**config.mk**
```make
export PLATFORM = sky130hd
export DESIGN_NAME = mixcol_seq
export DESIGN_NICKNAME = d
export VERILOG_FILES = /design/src/rtl/mixcol_seq.sv
export SDC_FILE = /design/constraint.sdc
export NUM_CORES = 1
export LEC_CHECK = 0
export ABC_AREA = 1
export BUFFER_PORTS_ARGS = -buffer_cell sky130_fd_sc_hd__clkbuf_2
export CAP_MARGIN = 20
export CELL_PAD_IN_SITES_DETAIL_PLACEMENT = 1
export CELL_PAD_IN_SITES_GLOBAL_PLACEMENT = 1
export CORE_ASPECT_RATIO = 0.6
export CORE_MARGIN = 2
export CORE_UTILIZATION = 41
export CTS_BUF_LIST = sky130_fd_sc_hd__clkbuf_4 sky130_fd_sc_hd__clkbuf_8
export CTS_CLUSTER_SIZE = 40
export DETAILED_ROUTE_END_ITERATION = 12
export PLACE_DENSITY = 0.88
export SYNTH_ARGS = -nofsm -noshare
export SYNTH_HDL_FRONTEND = slang
export SYNTH_SLANG_ARGS = --single-unit
```
**constraint.sdc**
```tcl
create_clock -name clk -period 2.8 [get_ports clk]
set_clock_uncertainty 0.1 [all_clocks]
set_input_delay 0.42 -clock clk [delete_from_list [all_inputs] [get_ports clk]]
set_output_delay 0.42 -clock clk [all_outputs]
set_load 0.02 [all_outputs]
```
**src/rtl/mixcol_seq.sv**
```systemverilog
// rtl/mixcol_seq.sv - byte-serial sequencer around the MixColumns byte unit
//
// Takes a 128-bit AES state, issues it one byte per cycle to an external
// MixColumns byte unit and rebuilds the mixed columns from the returned words.
// The mixed state is then offered downstream with a valid/ready handshake.
//
// Ports:
//   clk, rst_n          clock (rising edge), asynchronous active-low reset
//   in_valid/in_ready   input state handshake (accepted only in IDLE)
//   in_state, in_last   state (byte k = in_state[127-8k -: 8]), final-round flag
//   mc_byte             byte presented to the unit (0 when not issuing)
//   mc_last_round       last_round flag presented to the unit
//   mc_word             unit result {2a,3a,a,a} or {24'b0,a}, same cycle
//   out_valid/out_ready output state handshake
//   out_state           mixed state, same byte ordering as in_state
//   busy                high while the state is being fed
//
// Build option: MIXCOL_SEQ_PIPE_EN registers mc_word before accumulation,
// adding one drain cycle to FEED (latency 17 instead of 16).

module mixcol_seq #(
  parameter int NCOL = 4
) (
  input  logic                  clk,
  input  logic                  rst_n,
  input  logic                  in_valid,
  output logic                  in_ready,
  input  logic [32*NCOL-1:0]    in_state,
  input  logic                  in_last,
  output logic [7:0]            mc_byte,
  output logic                  mc_last_round,
  input  logic [31:0]           mc_word,
  output logic                  out_valid,
  input  logic                  out_ready,
  output logic [32*NCOL-1:0]    out_state,
  output logic                  busy
);

  localparam int CW   = $clog2(4*NCOL);
  localparam int COLW = CW - 2;
  localparam logic [CW-1:0] CNT_LAST = CW'(4*NCOL-1);

  localparam logic [1:0] S_IDLE = 2'd0;
  localparam logic [1:0] S_FEED = 2'd1;
  localparam logic [1:0] S_DONE = 2'd2;

  logic [1:0]           st;
  logic [32*NCOL-1:0]   state_q;
  logic                 last_q;
  logic [CW-1:0]        cnt;
  logic [31:0]          acc;
  logic [32*NCOL-1:0]   out_q;
  logic [32*NCOL-1:0]   state_sh;
  logic                 issue;

  // Accumulator operands: either straight from the unit or from the pipe stage.
  logic                 a_en;
  logic [31:0]          a_word;
  logic [1:0]           a_r;
  logic [COLW-1:0]      a_col;
  logic                 a_last;
  logic [31:0]          contrib;
  logic [31:0]          col_res;

  // Normal round: byte-reverse {2a,3a,a,a} to {a,a,3a,2a}, then rotate so the
  // 2a coefficient lands on row r. Last round: the raw byte goes to row r only.
  function automatic logic [31:0] contrib_f(input logic [31:0] w,
                                            input logic [1:0]  r,
                                            input logic        last);
    logic [31:0] rev;
    rev = {w[7:0], w[15:8], w[23:16], w[31:24]};
    if (last) begin
      contrib_f = {24'h0, w[7:0]} << {(2'd3 - r), 3'b000};
    end else begin
      case (r)
        2'd0:    contrib_f = {rev[7:0],  rev[31:8]};
        2'd1:    contrib_f = {rev[15:0], rev[31:16]};
        2'd2:    contrib_f = {rev[23:0], rev[31:24]};
        default: contrib_f = rev;
      endcase
    end
  endfunction

`ifdef MIXCOL_SEQ_PIPE_EN
  logic                 drain;
  logic                 p_valid;
  logic [31:0]          p_word;
  logic [1:0]           p_r;
  logic [COLW-1:0]      p_col;
  logic                 p_last;

  assign issue  = (st == S_FEED) && !drain;
  assign a_en   = p_valid;
  assign a_word = p_word;
  assign a_r    = p_r;
  assign a_col  = p_col;
  assign a_last = p_last;
`else
  assign issue  = (st == S_FEED);
  assign a_en   = issue;
  assign a_word = mc_word;
  assign a_r    = cnt[1:0];
  assign a_col  = cnt[CW-1:2];
  assign a_last = last_q;
`endif

  assign state_sh = state_q << {cnt, 3'b000};
  assign contrib  = contrib_f(a_word, a_r, a_last);
  // Row 0 starts a fresh column, so the stale accumulator is dropped there.
  assign col_res  = ((a_r == 2'd0) ? 32'h0 : acc) ^ contrib;

  assign in_ready      = (st == S_IDLE);
  assign busy          = (st == S_FEED);
  assign out_valid     = (st == S_DONE);
  assign out_state     = out_q;
  assign mc_byte       = issue ? state_sh[32*NCOL-1 -: 8] : 8'h00;
  assign mc_last_round = issue ? last_q : 1'b0;

  always_ff @(posedge clk or negedge rst_n) begin
    if (!rst_n) begin
      st      <= S_IDLE;
      state_q <= '0;
      last_q  <= 1'b0;
      cnt     <= '0;
      acc     <= '0;
      out_q   <= '0;
`ifdef MIXCOL_SEQ_PIPE_EN
      drain   <= 1'b0;
      p_valid <= 1'b0;
      p_word  <= '0;
      p_r     <= '0;
      p_col   <= '0;
      p_last  <= 1'b0;
`endif
    end else begin
      case (st)
        S_IDLE: begin
          if (in_valid) begin
            state_q <= in_state;
            last_q  <= in_last;
            cnt     <= '0;
            acc     <= '0;
            st      <= S_FEED;
          end
        end
        S_FEED: begin
`ifdef MIXCOL_SEQ_PIPE_EN
          if (drain) begin
            drain <= 1'b0;
            st    <= S_DONE;
          end else if (cnt == CNT_LAST) begin
            cnt   <= '0;
            drain <= 1'b1;
          end else begin
            cnt <= cnt + 1'b1;
          end
`else
          if (cnt == CNT_LAST) begin
            cnt <= '0;
            st  <= S_DONE;
          end else begin
            cnt <= cnt + 1'b1;
          end
`endif
        end
        S_DONE: begin
          if (out_ready) st <= S_IDLE;
        end
        default: st <= S_IDLE;
      endcase

`ifdef MIXCOL_SEQ_PIPE_EN
      p_valid <= issue;
      p_word  <= mc_word;
      p_r     <= cnt[1:0];
      p_col   <= cnt[CW-1:2];
      p_last  <= last_q;
`endif

      // a_en is never set in IDLE, so this cannot collide with the accept clear.
      if (a_en) begin
        acc <= col_res;
        if (a_r == 2'd3) begin
          for (int c = 0; c < NCOL; c++) begin
            if (a_col == COLW'(c)) out_q[32*NCOL-1-32*c -: 32] <= col_res;
          end
        end
      end
    end
  end

endmodule

```
==> results of run 1 <==
layout make-up:
class / instances / share of cell area (%)
clock inverter: 3 / 0.1228
timing repair buffer: 472 / 17.55
tap: 476 / 3.077
clock buffer: 77 / 4.926
sequential: 295 / 38.16
antenna: 12 / 0.1552
multi-input combinational: 1485 / 32.19
inverter: 193 / 3.821
metal layers:
metal / vias to the layer above / global-route usage [%]
li1: 7293 / -
met1: 8051 / 42.69
met2: 655 / 52.65
met3: 191 / 7.482
met4: 0 / 15.45
met5: - / 0
critical path, stage by stage, from the launching register on:
cell and delay [ps]:
dfrtp_2 470, buf_8 300, nand3_1 170, nand2_1 140, nand2_1 70, nand2_1 160
nor2_1 70, nor2_1 140, buf_4 170
state kept, by name, summed over array words and instances, names as in the netlist:
name	count
out_state	128
state_q	128
cnt	4
acc	32
st	2
a_last	1
placed cells by master (no fill, tap or decap), types with 2 or more instances in the layout:
cell	instances
nand2_1	829
clkbuf_2	299
dfrtp_1	293
nand3_1	255
nor2_1	204
inv_1	183
a21oi_1	137
dlygate4sd3_1	128
clkbuf_8	60
o21ai_1	30
buf_4	20
clkbuf_4	17
buf_12	17
diode_2	12
nand2_2	6
inv_2	5
o21ai_0	5
nor2_2	4
ha_1	4
inv_4	2
nand3_2	2
nand2_4	2
o22ai_1	2
nor2_4	2
clkinv_2	2
clkinvlp_4	2
clkbuf_16	2
dfrtp_2	2
buf_8	2
buf_2	2
path summary, 6_finish.rpt:
check / endpoint / depth (start not counted) / startpoint / slack (ps)
max in group asynchronous: state_q[10]$_DFFE_PN0P_ / 3 / rst_n / 1470
min reg2reg: out_state[57]$_DFFE_PN0P_ / 2 / out_state[57]$_DFFE_PN0P_ / 380
min in group asynchronous: state_q[66]$_DFFE_PN0P_ / 2 / rst_n / 250
min: state_q[58]$_DFFE_PN0P_ / 3 / in_state[58] / 30
max reg2reg: out_state[100]$_DFFE_PN0P_ / 9 / cnt[0]$_DFFE_PN0P_ / 270
max: mc_byte[4] / 8 / cnt[1]$_DFFE_PN0P_ / 2
cell families (layout without fill, tap and decap cells):
family | count (synthesis) | after routing | synth area share, %
adder cells (fa/ha/maj) | 4 | 4 | 0.3354
XOR/XNOR | 1 | 1 | 0.05871
other | 0 | 12 | 0
flip-flops | 295 | 295 | 49.48
AND/OR/NAND/NOR | 1304 | 1304 | 35.21
buffers and inverters | 303 | 745 | 8.981
AO/OA/AOI/OAI | 176 | 176 | 5.937
power groups by stage:
stage,combinational (mW),sequential (mW),clock [mW]
final,13.1,7.47,4.01
after global routing,14.3,7.66,4.24
after CTS,12.5,7.38,4.03
after detailed placement,12.1,7.42,0
after global placement,11.5,7.33,0
after floorplan,6.99,8.19,0
timing repair:
| item | in CTS | in global routing |
|---|---|---|
| pin swaps | 0 | 0 |
| hold buffers | 128 | 0 |
| setup endpoints to repair | 8 | 9 |
| resized for setup | 15 | 19 |
| gates cloned | 1 | 2 |
| setup buffers | 0 | 1 |
| hold endpoints to repair | 176 | 0 |
through the flow:
step / setup WS, ps / power, mW
6_report: 1.803 / 24.54
5_1_grt: -53.60 / 26.20
4_1_cts: 6.102 / 23.90
3_5_place_dp: 353.6 / 19.52
3_3_place_gp: 406.0 / 18.85
2_1_floorplan: 727.3 / 15.17
==> flow_summary.json, run 1 <==
{
  "min_period_over_period_pct": 99.94,
  "finalCriticalPeriod_ps": 2798,
  "port_buffers": 304,
  "yosys_warnings": 0,
  "core_area_mm2": 0.03608,
  "relSlewSlack_pct": 41.06,
  "cp-start-kind": "flop",
  "die_h_um": 151.8,
  "synth_edf_count": 0,
  "syn-num-nets": 2252,
  "cts_tree": "yes",
  "final_cells": 3013,
  "ant_nets": 0,
  "yosysTopAreaCell": "dfrtp_1",
  "wl_met2_um": 29020,
  "path_class": "reg -> out",
  "syn_to_final_growth_pct": 29.71,
  "cp.required_ps": 2280,
  "htreeDepth": 2,
  "via_per_inst": 5.373,
  "synth_cell_types": 24,
  "power_frac_comb_pct": 53.2,
  "tns_ps": 0,
  "dieArea_mm2": 0.03798,
  "grt_max_degree": 87,
  "grt_pass1_vias": 17040,
  "p_clk_share_pct": 16.3,
  "track_usage_pct": 32.86,
  "intPower_mw": 12.38,
  "tightest_slew_ps": 882.8,
  "antenna_found_initial": 11,
  "vias": 16190,
  "synthTopCellsByArea": "dfrtp_1 49%, nand2_1 21%, nand3_1 8.6%",
  "wl_met3_um": 4573,
  "dpl.hpwl_um": 39430,
  "nNetsFinal": 2665,
  "rows": 54,
  "finalSetupViolations": 0,
  "synth.most_common_cell": "nand2_1",
  "grt_pass1_wl_um": 96260,
  "grt_overflow": 0,
  "nFillCells": 4662,
  "fmaxAchievable_mhz": 357.4,
  "syn_inst": 2083,
  "ys_dominant_reg_cell": "dfrtp_1",
  "drc": 0,
  "min_path_type": "in -> reg",
  "synth_common_cells": "833 x nand2_1, 295 x dfrtp_1, 257 x nand3_1, 205 x nor2_1, 184 x inv_1",
  "clk_pin_slew_ps": 60,
  "synthArstFlopShare_pct": 100.0,
  "status": "complete, no violations",
  "placed_cell_area_mm2": 0.01688,
  "seqPwrFrac_pct": 30.4,
  "gp_congestion": 0.8883,
  "layout-drive-gt1-share_pct": 17.94,
  "drt_iter0_drc": 1512,
  "firstDrtPassIters": 5,
  "maxSlewViolCount": 0,
  "rsz0062_at_grt": "true",
  "numCtsBuffers": 49,
  "die_w_um": 250.3,
  "synth-seq-area-share_pct": 49.48,
  "swShare_pct": 49.56,
  "whs_ps": 32.42,
  "initial_core_util_pct": 41.35,
  "cts_num_sinks": 295,
  "syn-mean-instance-area_um2": 7.163,
  "cp-end-kind": "output port",
  "synth_top_area_share_pct": 49.48,
  "place_inst": 2789,
  "power_density_mw_per_mm2": 1268,
  "cts-root-buf": "clkbuf_8",
  "wire_per_inst_um": 21.07,
  "cp.arrival_ps": 2280,
  "synth_seq_cells": 295,
  "multi_input_area_mm2": 0.006230,
  "switchingPower_mw": 12.16,
  "fin_area_mm2": 0.01935,
  "path_max_fanout": 32,
  "wl_met1_um": 27070,
  "clk_latency_ps": 610,
  "drv_cap": 0,
  "wl_um": 63490,
  "p_leak_nw": 10.99,
  "ir_worst_vdd_uv": 491.1,
  "syn-cell-area_mm2": 0.01492,
  "finish.utilization_pct": 53.64,
  "regArea_mm2": 0.007385,
  "hold_viol": 0,
  "ios": 305,
  "clock_path_buffers": 3,
  "top_layer": "met4"
}
(Power assumes the default switching activity.)
==> run 2, diff against run 1 <==
--- a/config.mk
+++ b/config.mk
@@ -18,4 +18,5 @@
 export DETAILED_ROUTE_END_ITERATION = 12
 export PLACE_DENSITY = 0.88
+export SKIP_CTS_REPAIR_TIMING = 1
 export SYNTH_ARGS = -nofsm -noshare
 export SYNTH_HDL_FRONTEND = slang
==> constraint.sdc (replaced) <==
create_clock -name clk -period 2.8 [get_ports clk]
set_clock_uncertainty 0.1 [all_clocks]
set_input_delay 0.28 -clock clk [delete_from_list [all_inputs] [get_ports clk]]
set_output_delay 0.28 -clock clk [all_outputs]
set_load 0.02 [all_outputs]
==> run 2 against run 1 <==
Global-route usage fell by 3.0 points. Clock-buffer cell count rose by 3. Final area fell by 0.26%. Die area did not move.
==> flow_summary.json, run 2 (synthesis gave the netlist of run 1 again) <==
{
  "power_mw": 24.55,
  "path_max_fanout": 16,
  "path_class": "reg -> out",
  "fin_area_mm2": 0.01930,
  "intPower_mw": 12.36,
  "cts_tree": "yes",
  "ir_worst_vdd_uv": 533.7,
  "maxSlewViolCount": 0,
  "grt_overflow": 0,
  "die_w_um": 250.3,
  "cp-end-kind": "output port",
  "syn_to_final_growth_pct": 29.38,
  "wl_um": 65240,
  "drv_cap": 0,
  "fin_ws_ps": 33.99,
  "ant_nets": 0,
  "clk_pin_slew_ps": 70,
  "mostFrequentLayoutCell": "nand2_1",
  "antenna_found_initial": 9,
  "grt_pass1_wl_um": 88110,
  "htreeDepth": 2,
  "cts-root-buf": "clkbuf_8",
  "tightest_slew_ps": 829.7,
  "cts_num_sinks": 295,
  "ios": 305,
  "switchingPower_mw": 12.19,
  "initial_core_util_pct": 41.35,
  "grt_max_degree": 90,
  "drt_iter0_drc": 1451,
  "tns_ps": 0,
  "power_frac_comb_pct": 52.6,
  "vias": 16510,
  "fmaxAchievable_mhz": 361.5,
  "ff2ff_setup_slack_ps": 280,
  "cp-start-kind": "flop",
  "cp.required_ps": 2420,
  "finalCriticalPeriod_ps": 2766,
  "placed_cell_area_mm2": 0.01684,
  "seqPwrFrac_pct": 30.2,
  "drc": 0,
  "finalSetupViolations": 0,
  "p_leak_nw": 10.98,
  "dieArea_mm2": 0.03798,
  "grt_pass1_vias": 15790,
  "whs_ps": 162.9,
  "power_density_mw_per_mm2": 1272,
  "status": "complete, no violations",
  "layout-drive-gt1-share_pct": 17.77,
  "relSlewSlack_pct": 44.61,
  "finish.utilization_pct": 53.50,
  "rows": 54,
  "final_cells": 3019,
  "p_clk_share_pct": 17.2,
  "min_period_over_period_pct": 98.79,
  "swShare_pct": 49.67,
  "port_buffers": 304,
  "firstDrtPassIters": 6,
  "place_inst": 2789,
  "wire_per_inst_um": 21.61,
  "core_area_mm2": 0.03608,
  "nNetsFinal": 2665,
  "mostFrequentLayoutCells": "832 x nand2_1, 303 x clkbuf_2, 294 x dfrtp_1, 257 x nand3_1, 205 x nor2_1",
  "dpl.hpwl_um": 40580,
  "clock_path_buffers": 3,
  "dp_slack_ps": 502.1,
  "hold_viol": 0,
  "die_h_um": 151.8,
  "clk_latency_ps": 600,
  "track_usage_pct": 29.83,
  "cp.arrival_ps": 2390,
  "min_path_type": "in -> async",
  "via_per_inst": 5.469,
  "gp_congestion": 0.9429,
  "numCtsBuffers": 48
}
## run 2: worst max-delay path, stage by stage, from the launching register on
cell and delay [ps]:
dfrtp_2 450, inv_2 200, buf_12 210, nand2_1 90
nand3_1 190, nand2_1 80, nand2_1 60, nand2_1 80
nor2_1 160, nor2_1 70, clkbuf_2 170
## run 2: per-layer routing
metal	GRT usage (%)	wire length [µm]	part of all wire, %	vias up
li1	-	-	-	7295
met1	42.47	27450	42	8184
met2	45.61	29630	45	800
met3	5.688	4987	7.6	232
met4	10.60	3181	4.9	0
met5	0	0	0	-
## run 2: final timing paths
path | from | endpoint | depth (start not counted)
worst min register to register | out_state[21]$_DFFE_PN0P_ | out_state[21]$_DFFE_PN0P_ | 2
worst min-delay path | rst_n | state_q[66]$_DFFE_PN0P_ | 2
worst max register to register | cnt[1]$_DFFE_PN0P_ | out_state[41]$_DFFE_PN0P_ | 9
max in group asynchronous | rst_n | state_q[16]$_DFFE_PN0P_ | 3
worst max-delay path | cnt[0]$_DFFE_PN0P_ | mc_byte[0] | 10
min in group clk | mc_word[14] | acc[30]$_DFFE_PN0P_ | 7
## run 2: layout make-up
class	instances	area (µm²)
Antenna cell	10	25.02
Clock buffer	80	982.2
Clock inverter	7	65.06
Fill cell	4653	16780
Inverter	193	729.5
Multi-Input combinational cell	1485	6215
Sequential cell	295	7383
Tap cell	476	595.6
Timing Repair Buffer	473	3308
## run 2: power by group through the flow
stage          Sequential, mW  Clock, mW  Combinational [mW]
2_1_floorplan            8.19          0                6.99
3_5_place_dp             7.39          0                12.1
5_1_grt                  7.61       4.43                14.1
6_report                 7.42       4.22                12.9
3_3_place_gp             7.29          0                11.5
4_1_cts                  7.34       4.22                12.2
